`config.mk`:
```
export PLATFORM = sky130hd
export DESIGN_NAME = yuv_rgb_pair_converter
export DESIGN_NICKNAME = d
export VERILOG_FILES = /design/src/rtl/yuv_rgb_pair_converter_pkg.sv /design/src/rtl/yuv_rgb_pair_converter_clip8.sv /design/src/rtl/yuv_rgb_pair_converter.sv
export SDC_FILE = /design/constraint.sdc
export NUM_CORES = 2
export LEC_CHECK = 0
export CAP_MARGIN = 10
export CORE_MARGIN = 5
export CORE_UTILIZATION = 51
export DETAILED_ROUTE_END_ITERATION = 10
export GPL_TIMING_DRIVEN = 0
export PLACE_DENSITY_LB_ADDON = 0.1
export SLEW_MARGIN = 20
export SYNTH_ARGS = -nofsm -noshare
export SYNTH_HDL_FRONTEND = slang
export SYNTH_SLANG_ARGS = --single-unit
```
`constraint.sdc`:
```
create_clock -name CLOCK_50_I -period 8.59 [get_ports CLOCK_50_I]
set_input_delay 1.718 -clock CLOCK_50_I [delete_from_list [all_inputs] [get_ports CLOCK_50_I]]
set_output_delay 1.718 -clock CLOCK_50_I [all_outputs]
set_load 0.005 [all_outputs]
```
`src/rtl/yuv_rgb_pair_converter_pkg.sv`:
```
// Shared types, coefficients and the saturating clip for the YUV->RGB stage.
package yuv_rgb_pkg;

  // Sequencer states: accept, five multiply steps, then hold the result.
  typedef enum logic [2:0] {
    S_IDLE = 3'd0,
    S_M0   = 3'd1,
    S_M1   = 3'd2,
    S_M2   = 3'd3,
    S_M3   = 3'd4,
    S_M4   = 3'd5,
    S_OUT  = 3'd6
  } state_t;

  // Q16 conversion coefficients.
  localparam logic signed [31:0] COEF_Y  = 32'sd76284;
  localparam logic signed [31:0] COEF_RV = 32'sd104595;
  localparam logic signed [31:0] COEF_GU = 32'sd25624;
  localparam logic signed [31:0] COEF_GV = 32'sd53281;
  localparam logic signed [31:0] COEF_BU = 32'sd132251;

  // Black level for luma and zero point for chroma.
  localparam logic [8:0] Y_OFFSET = 9'd16;
  localparam logic [8:0] C_OFFSET = 9'd128;

  // Saturate a signed Q16 accumulator to an 8-bit channel value.
  function automatic logic [7:0] clip8(input logic signed [31:0] acc);
    if (acc[31]) begin
      return 8'd0;
    end else if (acc[31:24] != 8'd0) begin
      return 8'd255;
    end else begin
      return acc[23:16];
    end
  endfunction

endpackage

```
`src/rtl/yuv_rgb_pair_converter_clip8.sv`:
```
// Combinational saturate of one 32-bit signed accumulator to 8 bits.
module rgb_clip8
  import yuv_rgb_pkg::*;
(
  input  logic signed [31:0] acc_i,
  output logic        [7:0]  pix_o
);

  assign pix_o = clip8(acc_i);

endmodule

```
`src/rtl/yuv_rgb_pair_converter.sv`:
```
// Converts one even/odd YUV pixel pair to clipped RGB using two shared
// multipliers stepped through five multiply states.
module yuv_rgb_pair_converter
  import yuv_rgb_pkg::*;
(
  input  logic        CLOCK_50_I,
  input  logic        resetn,
  input  logic        in_valid,
  output logic        in_ready,
  input  logic [7:0]  Y_even,
  input  logic [7:0]  Y_odd,
  input  logic [7:0]  U_even,
  input  logic [7:0]  U_odd,
  input  logic [7:0]  V_even,
  input  logic [7:0]  V_odd,
  output logic        out_valid,
  input  logic        out_ready,
  output logic [7:0]  R_even,
  output logic [7:0]  G_even,
  output logic [7:0]  B_even,
  output logic [7:0]  R_odd,
  output logic [7:0]  G_odd,
  output logic [7:0]  B_odd,
  output logic [15:0] RGB_word0,
  output logic [15:0] RGB_word1,
  output logic [15:0] RGB_word2
);

  state_t state_q;

  logic signed [8:0] yEven_q, yOdd_q, uEven_q, uOdd_q, vEven_q, vOdd_q;

  logic signed [31:0] accREven_q, accGEven_q, accBEven_q;
  logic signed [31:0] accROdd_q,  accGOdd_q,  accBOdd_q;
  logic signed [31:0] accREven_d, accGEven_d, accBEven_d;
  logic signed [31:0] accROdd_d,  accGOdd_d,  accBOdd_d;

  logic signed [31:0] coefSel;
  logic signed [8:0]  opEven, opOdd;
  logic signed [31:0] opEvenExt, opOddExt;
  logic signed [31:0] prodEven, prodOdd;

  logic [7:0] rEvenClip, gEvenClip, bEvenClip;
  logic [7:0] rOddClip,  gOddClip,  bOddClip;

  logic       outValid_q;
  logic [7:0] rEven_q, gEven_q, bEven_q, rOdd_q, gOdd_q, bOdd_q;

  // Ready only while idle and out of reset, so nothing is accepted during reset.
  assign in_ready = (state_q == S_IDLE) && resetn;

  // Pick the coefficient and the even/odd operands for this multiply step.
  always_comb begin
    coefSel = '0;
    opEven  = '0;
    opOdd   = '0;
    case (state_q)
      S_M0: begin coefSel = COEF_Y;  opEven = yEven_q; opOdd = yOdd_q; end
      S_M1: begin coefSel = COEF_RV; opEven = vEven_q; opOdd = vOdd_q; end
      S_M2: begin coefSel = COEF_GU; opEven = uEven_q; opOdd = uOdd_q; end
      S_M3: begin coefSel = COEF_GV; opEven = vEven_q; opOdd = vOdd_q; end
      S_M4: begin coefSel = COEF_BU; opEven = uEven_q; opOdd = uOdd_q; end
      default: begin end
    endcase
  end

  assign opEvenExt = 32'(opEven);
  assign opOddExt  = 32'(opOdd);
  assign prodEven  = coefSel * opEvenExt;
  assign prodOdd   = coefSel * opOddExt;

  // Next accumulator values; in S_M4 these are the finished sums fed to the clips.
  always_comb begin
    accREven_d = accREven_q;
    accGEven_d = accGEven_q;
    accBEven_d = accBEven_q;
    accROdd_d  = accROdd_q;
    accGOdd_d  = accGOdd_q;
    accBOdd_d  = accBOdd_q;
    case (state_q)
      S_M0: begin
        accREven_d = prodEven;
        accGEven_d = prodEven;
        accBEven_d = prodEven;
        accROdd_d  = prodOdd;
        accGOdd_d  = prodOdd;
        accBOdd_d  = prodOdd;
      end
      S_M1: begin
        accREven_d = accREven_q + prodEven;
        accROdd_d  = accROdd_q + prodOdd;
      end
      S_M2, S_M3: begin
        accGEven_d = accGEven_q - prodEven;
        accGOdd_d  = accGOdd_q - prodOdd;
      end
      S_M4: begin
        accBEven_d = accBEven_q + prodEven;
        accBOdd_d  = accBOdd_q + prodOdd;
      end
      default: begin end
    endcase
  end

  rgb_clip8 uClipREven (.acc_i(accREven_d), .pix_o(rEvenClip));
  rgb_clip8 uClipGEven (.acc_i(accGEven_d), .pix_o(gEvenClip));
  rgb_clip8 uClipBEven (.acc_i(accBEven_d), .pix_o(bEvenClip));
  rgb_clip8 uClipROdd  (.acc_i(accROdd_d),  .pix_o(rOddClip));
  rgb_clip8 uClipGOdd  (.acc_i(accGOdd_d),  .pix_o(gOddClip));
  rgb_clip8 uClipBOdd  (.acc_i(accBOdd_d),  .pix_o(bOddClip));

  // Sequencer: capture samples, step the multiplies, register and hold the result.
  always_ff @(posedge CLOCK_50_I or negedge resetn) begin
    if (!resetn) begin
      state_q    <= S_IDLE;
      yEven_q    <= '0;
      yOdd_q     <= '0;
      uEven_q    <= '0;
      uOdd_q     <= '0;
      vEven_q    <= '0;
      vOdd_q     <= '0;
      accREven_q <= '0;
      accGEven_q <= '0;
      accBEven_q <= '0;
      accROdd_q  <= '0;
      accGOdd_q  <= '0;
      accBOdd_q  <= '0;
      outValid_q <= 1'b0;
      rEven_q    <= '0;
      gEven_q    <= '0;
      bEven_q    <= '0;
      rOdd_q     <= '0;
      gOdd_q     <= '0;
      bOdd_q     <= '0;
    end else begin
      accREven_q <= accREven_d;
      accGEven_q <= accGEven_d;
      accBEven_q <= accBEven_d;
      accROdd_q  <= accROdd_d;
      accGOdd_q  <= accGOdd_d;
      accBOdd_q  <= accBOdd_d;
      case (state_q)
        S_IDLE: begin
          if (in_valid && in_ready) begin
            yEven_q <= {1'b0, Y_even} - Y_OFFSET;
            yOdd_q  <= {1'b0, Y_odd}  - Y_OFFSET;
            uEven_q <= {1'b0, U_even} - C_OFFSET;
            uOdd_q  <= {1'b0, U_odd}  - C_OFFSET;
            vEven_q <= {1'b0, V_even} - C_OFFSET;
            vOdd_q  <= {1'b0, V_odd}  - C_OFFSET;
            state_q <= S_M0;
          end
        end
        S_M0: state_q <= S_M1;
        S_M1: state_q <= S_M2;
        S_M2: state_q <= S_M3;
        S_M3: state_q <= S_M4;
        S_M4: begin
          rEven_q    <= rEvenClip;
          gEven_q    <= gEvenClip;
          bEven_q    <= bEvenClip;
          rOdd_q     <= rOddClip;
          gOdd_q     <= gOddClip;
          bOdd_q     <= bOddClip;
          outValid_q <= 1'b1;
          state_q    <= S_OUT;
        end
        S_OUT: begin
          if (out_ready) begin
            outValid_q <= 1'b0;
            state_q    <= S_IDLE;
          end
        end
        default: state_q <= S_IDLE;
      endcase
    end
  end

  assign out_valid = outValid_q;
  assign R_even    = rEven_q;
  assign G_even    = gEven_q;
  assign B_even    = bEven_q;
  assign R_odd     = rOdd_q;
  assign G_odd     = gOdd_q;
  assign B_odd     = bOdd_q;
  assign RGB_word0 = {rEven_q, gEven_q};
  assign RGB_word1 = {bEven_q, rOdd_q};
  assign RGB_word2 = {gOdd_q, bOdd_q};

endmodule

```
* Yosys cells after proc, flatten, opt, wreduce, memory -nomap -nowiden *
Cells that the tools add are included.

storage, ports and cells
  output and inout bits = 98
  input bits = 52
  word-level logic and storage cells = 93
  flip-flop bits (word level) = 298

cells by class
  eq/ne operators = 8
  $add $sub $neg = 12
  multiply operators = 2
  reduce and logical (&&, ||, !) cells = 19
  mux-type cells = 26

operators with widths
  cell                                              number
  case mux 32 bit (2 select lines)                  6
  adder 32 bit                                      4
  2-to-1 mux 8 bit                                  12
  case mux 18 bit (5 select lines)                  1
  subtractor 32 bit                                 2
  multiplier 19 x 9 -> 28 bit                       2
  case mux 9 bit (3 select lines)                   2
  nonzero test 8 bit                                6
  subtractor 8 x 8 -> 9 bit, second input constant  4
  case mux 3 bit (7 select lines)                   1
  subtractor 8 x 5 -> 9 bit, second input constant  2
  == test 3 bit, second input constant              3
  nonzero test 2 bit                                4
  == test 3 x 2 -> 1 bit, second input constant     2
  2-to-1 mux 3 bit                                  2
  AND reduction 2 bit                               3
  OR reduction 2 bit                                3
  == test 3 x 1 -> 1 bit, second input constant     1
  logical NOT 3 bit                                 1
  logical AND 1 bit                                 2
  != test 2 x 1 -> 1 bit, second input constant     1
  != test 2 bit, second input constant              1
  case mux 1 bit (2 select lines)                   1
  2-to-1 mux 1 bit                                  1

* Longest topological paths before layout *
  depth after elaboration = 9
  gate-level depth with buffers = 42
  depth with buffers taken out = 37

* By module *
A second synthesis with hierarchy kept.

second synthesis, totals
  cell total of the unflattened synthesis = 3817
  area, all modules = 32143.3 sq um

modules (own cells, without submodules)
  module                  sequential area each (sq um)  cells an instance  area each (sq um)  instances
  yuv_rgb_pair_converter  7357.1                        3697               31460.2            1
  rgb_clip8               0.0                           20                 113.9              6

* Worst setup path before layout *
No wires, ideal clock.

  path kind = register to register
  start = register state_q[0]
  end = register rEven_q[3] (netlist: R_even[3])
  period minus slack after synthesis = 9.325 ns
  setup time = 0.124 ns
  cell stages (with the launch flop) = 39
  data required time = 8.466 ns
  slack = -0.735 ns
  buffers on the path = 6
  data arrival time = 9.201 ns
  cell sequence = dfrtp_1 buf_4 inv_1 clkbuf_1 nor2_1 clkbuf_1 clkbuf_1 buf_1 a21oi_1 clkbuf_1 nor2_1 fa_1 inv_1 fa_1 inv_1 fa_1 fa_1 inv_1 (+3 left out) o211ai_1 o21ai_0 a21o_1 a21o_1 a21oi_1 o21bai_1 xor2_1 ha_1 a21o_1 a21o_1 a21o_1 a22o_1 a211o_1 a221oi_4 mux2i_1 or3_4 or4b_4 o31a_1

between the ends
  longest elaborated chain between the ends = 9
  elaborated cells on any way between the ends = 15
  classes of those cells = add/sub: 1; mul: 1; eq/ne: 5; mux: 5; reduce/logical: 3

RTL lines
  element                                line                              text
  start: declaration                     yuv_rgb_pair_converter.sv:29      state_t state_q;
  start signal: assignment               yuv_rgb_pair_converter.sv:115     state_q <= S_IDLE;
  start signal: assignment               yuv_rgb_pair_converter.sv:151     state_q <= S_M0;
  start signal: assignment               yuv_rgb_pair_converter.sv:154     S_M0: state_q <= S_M1;
  == test 3 bit (tied with other cells)  yuv_rgb_pair_converter.sv:57      case (state_q)
  OR reduction 2 bit (no line)           -
  case mux 9 bit (3 select lines)        yuv_rgb_pair_converter.sv:57
  multiplier 19 x 9 -> 28 bit            yuv_rgb_pair_converter.sv:69      assign prodEven = coefSel * opEvenExt;
  adder 32 bit                           yuv_rgb_pair_converter.sv:90      accREven_d = accREven_q + prodEven;
  case mux 32 bit (2 select lines) (*)   yuv_rgb_pair_converter.sv:80      case (state_q)
  via accREven_d[29]                     yuv_rgb_pair_converter.sv:35      logic signed [31:0] accREven_d, accGEven_d, accBEven_d;
  nonzero test 8 bit (*)                 yuv_rgb_pair_converter_pkg.sv:30  end else if (acc[31:24] != 8'd0) begin
  2-to-1 mux 8 bit (*)                   yuv_rgb_pair_converter_pkg.sv:30
  2-to-1 mux 8 bit (*)                   yuv_rgb_pair_converter_pkg.sv:28  if (acc[31]) begin
  end signal: assignment                 yuv_rgb_pair_converter.sv:159     rEven_q <= rEvenClip;
  end: declaration                       yuv_rgb_pair_converter.sv:47      logic [7:0] rEven_q, gEven_q, bEven_q, rOdd_q, gOdd_q, bOdd_q;

The timed path passes the listed nets; every way through them passes the cells marked *.
A chain may end at the register's enable or synchronous reset.

* Final worst setup path *
  start = register state_q[0]
  end = register rEven_q[5] (netlist: R_even[5])

The elaborated chain is that of the path after synthesis.

==> results.md <==
* TritonCTS clock tree: done
* HP Class: register to register
* WP buf/inv at 13
* Final core utilization at 0.6678
* Async SR Flop Fraction at 1.000
* Final setup vio count at 61
* Worst Hold Depth at 2
* Clock buffer depth at 3
* Reg2Reg Depth at 41
* DR pass1 iterations at 6
* Synthesized area per cell at 8.498 um^2
* Worst R2R Start: state_q[0]
* Relative slew slack at 0.1383
* Starting DRT DRC Count at 3535
* Sequential area share after synthesis at 0.2234
* Arrival time worst endpoint at 9.70 ns
* Unique cell type count in the Yosys netlist at 88
* Initial antenna violation count at 3
* Top Ports at 150
* Setup TNS at -26.89 ns
* Top cell type's share of synthesized area at 0.2234
* Worst-Margin Slew at 1.293 ns
* RR Endpoint: R_even[5]
* Crit-path slowest cell: or4b_4
* Post-Route WL at 135.4 mm
* Top post-synthesis cells by area: dfrtp_1, ha_1, fa_1, a21oi_1, nor2_1
* Gr usage total at 0.3668
* Cts bufs inserted at 40
* Max Freq at 0.1084 GHz
* CP max stage delay at 0.60 ns
* Fill count at 5378
* Layout cells sized above 1 at 0.2174
* Failing checks: negative setup slack
* Synthesis-stage register bit count at 294
* Cell Rows at 93
* Cell Area, Synth at 0.03294 mm^2
* R2R Setup Slk at -0.64 ns
* Synthesis-to-finish area growth at 30.22%
* Port Buffer Count at 149
* Die Y at 264.1 um
* Cell accounting for the most synthesized area: dfrtp_1
* Worst path top cell family by delay: adder cells
* Critical Path Stages at 41
* Critical Path Fanout Max at 6
* Starting density of the core at 0.5128
* Hold_ws at 0.4858 ns
* Root buf cell: clkbuf_16
* Startpoint types: register
* Vias at 32960
* Min Tclk post-route at 9.227 ns
* First-pass GRT wire length at 196.9 mm
* Critical Path Source: state_q[0]
* Vias per std cell at 6.371
* Routed WL per cell at 26.17 um
* Synth Flop Type: dfrtp_1
* Die Wd at 264.1 um
* Slew Viols, Final at 0
* Routability congestion estimate at 0.9606
* RSZ-0062 raised after global routing: yes
* Largest net degree at the start of global routing at 91
* Vias in the first global route at 31340
* Number of hold violations in the final report at 0
* Post-route ant nets at 0
* Final period utilization at 1.074
* Grt total ovfl at 0
* Number of synthesized flops with an enable pin at 0
* DRC Markers at 0
* Worst-Skew Late Latency at 0.61 ns
* Crit. End Element: register
* Dpl hpwl at 97.66 mm
* Clock sink count at 294
* Core Region at 0.06423 mm^2
* H-tree depth at 2
* CP endpoint: R_even[5]
* Layout Cell Area excl Fill at 0.04289 mm^2
* Clock Skew at 0.03015 ns
* Final nets at 4894
* CP required at 9.06 ns
* DIE AREA at 0.06976 mm^2
* Outcome: finished, violations left
* Placed Area at 0.03589 mm^2
* Mapped Cells at 3876
* Critical path class: register to register
* Setup ws final at -0.6372 ns
* Max Cap Viol at 0
* Clk pin slew, worst setup/hold paths at 0.06 ns
* Post-CTS Hold Fix Bufs at 0
* Synth warnings at 0
-- cell type report --
class,instances,area [um^2],area share
Antenna cell,4,10.01,0.0002334
Buffer,190,1710,0.03988
Clock buffer,49,1095,0.02553
Clock inverter,24,277.8,0.006476
Inverter,342,1318,0.03072
Multi-Input combinational cell,3037,26400,0.6154
Sequential cell,294,7358,0.1716
Tap cell,855,1070,0.02494
Timing Repair Buffer,379,3657,0.08527
-- what timing repair did --
item                                    CTS  global route
cloned                                    0             2
resized for setup                       521           291
pin swaps                               117           149
endpoints found under the setup margin  180           108
setup buffers                           150            78
-- metrics by stage --
| stage | worst slack, ns | cells |
|---|---|---|
| floorplan | 0.01727 | 3877 |
| global placement | -8.297 | 4881 |
| detailed placement | -3.797 | 4884 |
| CTS | -0.5791 | 5097 |
| global route | -0.8500 | 5170 |
| finish | -0.6372 | 5174 |
-- worst min-delay path, cell delays in order, from the launching register on --
cell	delay (ns)
dfrtp_1	0.34
nand2_1	0.05
o21ai_0	0.06
-- cell families (layout without fill, tap and decap cells) --
kind of cell    count (synthesis)  after routing  synth area share
compound gates               1189           1190            0.2318
simple gates                 1014           1015            0.1392
fa+ha+maj                     558            558            0.2594
buf+inv                       548            984           0.06857
flops                         294            294            0.2234
xor+xnor                      194            194           0.05204
mux                            78             78           0.02557
other cells                     1              6         0.0001139
-- flip-flops by register name (all words and copies together) (netlist names), 8 cells and up --
| register | cells |
|---|---|
| R_even | 8 |
| uEven_q | 8 |
| accGEven_q | 32 |
| accBOdd_q | 32 |
| yOdd_q | 9 |
| R_odd | 8 |
| G_odd | 8 |
| vEven_q | 8 |
| accBEven_q | 32 |
| accROdd_q | 32 |
| accREven_q | 32 |
| uOdd_q | 8 |
| B_odd | 8 |
| yEven_q | 9 |
| vOdd_q | 8 |
| accGOdd_q | 32 |
| B_even | 8 |
| G_even | 8 |
-- cell usage after synthesis (38+ instances only) --
cell type	number
xnor2_1	116
fa_1	208
inv_1	337
o21ai_0	271
buf_4	51
ha_1	350
a21o_1	105
nor2_1	367
a21oi_1	336
mux2_2	39
and3_1	40
dfrtp_1	294
nand2_1	344
a31oi_1	48
a22oi_1	73
nand2b_1	39
clkbuf_1	119
nand3_1	43
xor2_1	76
nor3_1	48
mux2i_1	38
-- metal layers --
metal	up-vias	GRT usage	wire (um)
met5	-	0	13
met1	16040	0.4860	52580
li1	14530	-	-
met3	509	0.08494	14430
met4	2	0.2013	10360
met2	1877	0.5574	58010
-- worst min path at each step --
stage / startpoint / to / slack, ns
6_report: accBEven_q[5] / accBEven_q[5] / 0.49
2_1_floorplan: yOdd_q[5] / yOdd_q[5] / 0.44
3_3_place_gp: yEven_q[6] / yEven_q[6] / 0.46
3_5_place_dp: accBEven_q[5] / accBEven_q[5] / 0.48
5_1_grt: accBEven_q[7] / accBEven_q[7] / 0.51
4_1_cts: accBEven_q[5] / accBEven_q[5] / 0.49
-- layout by cell type (no fill, tap or decap), types with 25 or more instances in the layout --
cell               n
nand2_1          318
nor2_1           317
inv_1            313
dfrtp_1          293
ha_1             289
a21oi_1          278
buf_4            237
o21ai_0          215
fa_1             202
clkdlybuf4s50_1  148
a21o_1           103
xnor2_1           99
a22oi_1           69
clkbuf_16         57
xor2_1            56
ha_4              51
clkbuf_1          44
a21oi_2           43
mux2_2            39
nand3_1           38
nand2b_1          38
nor2_4            36
nor3_1            36
mux2i_1           34
and3_1            33
a31oi_1           33
o21a_1            32
o211ai_1          31
buf_12            29
o21ai_1           29
a211oi_1          29
buf_6             25
Power is not shown: default switching activity piles up to over one toggle a cycle in this logic, so the estimate is an artifact.
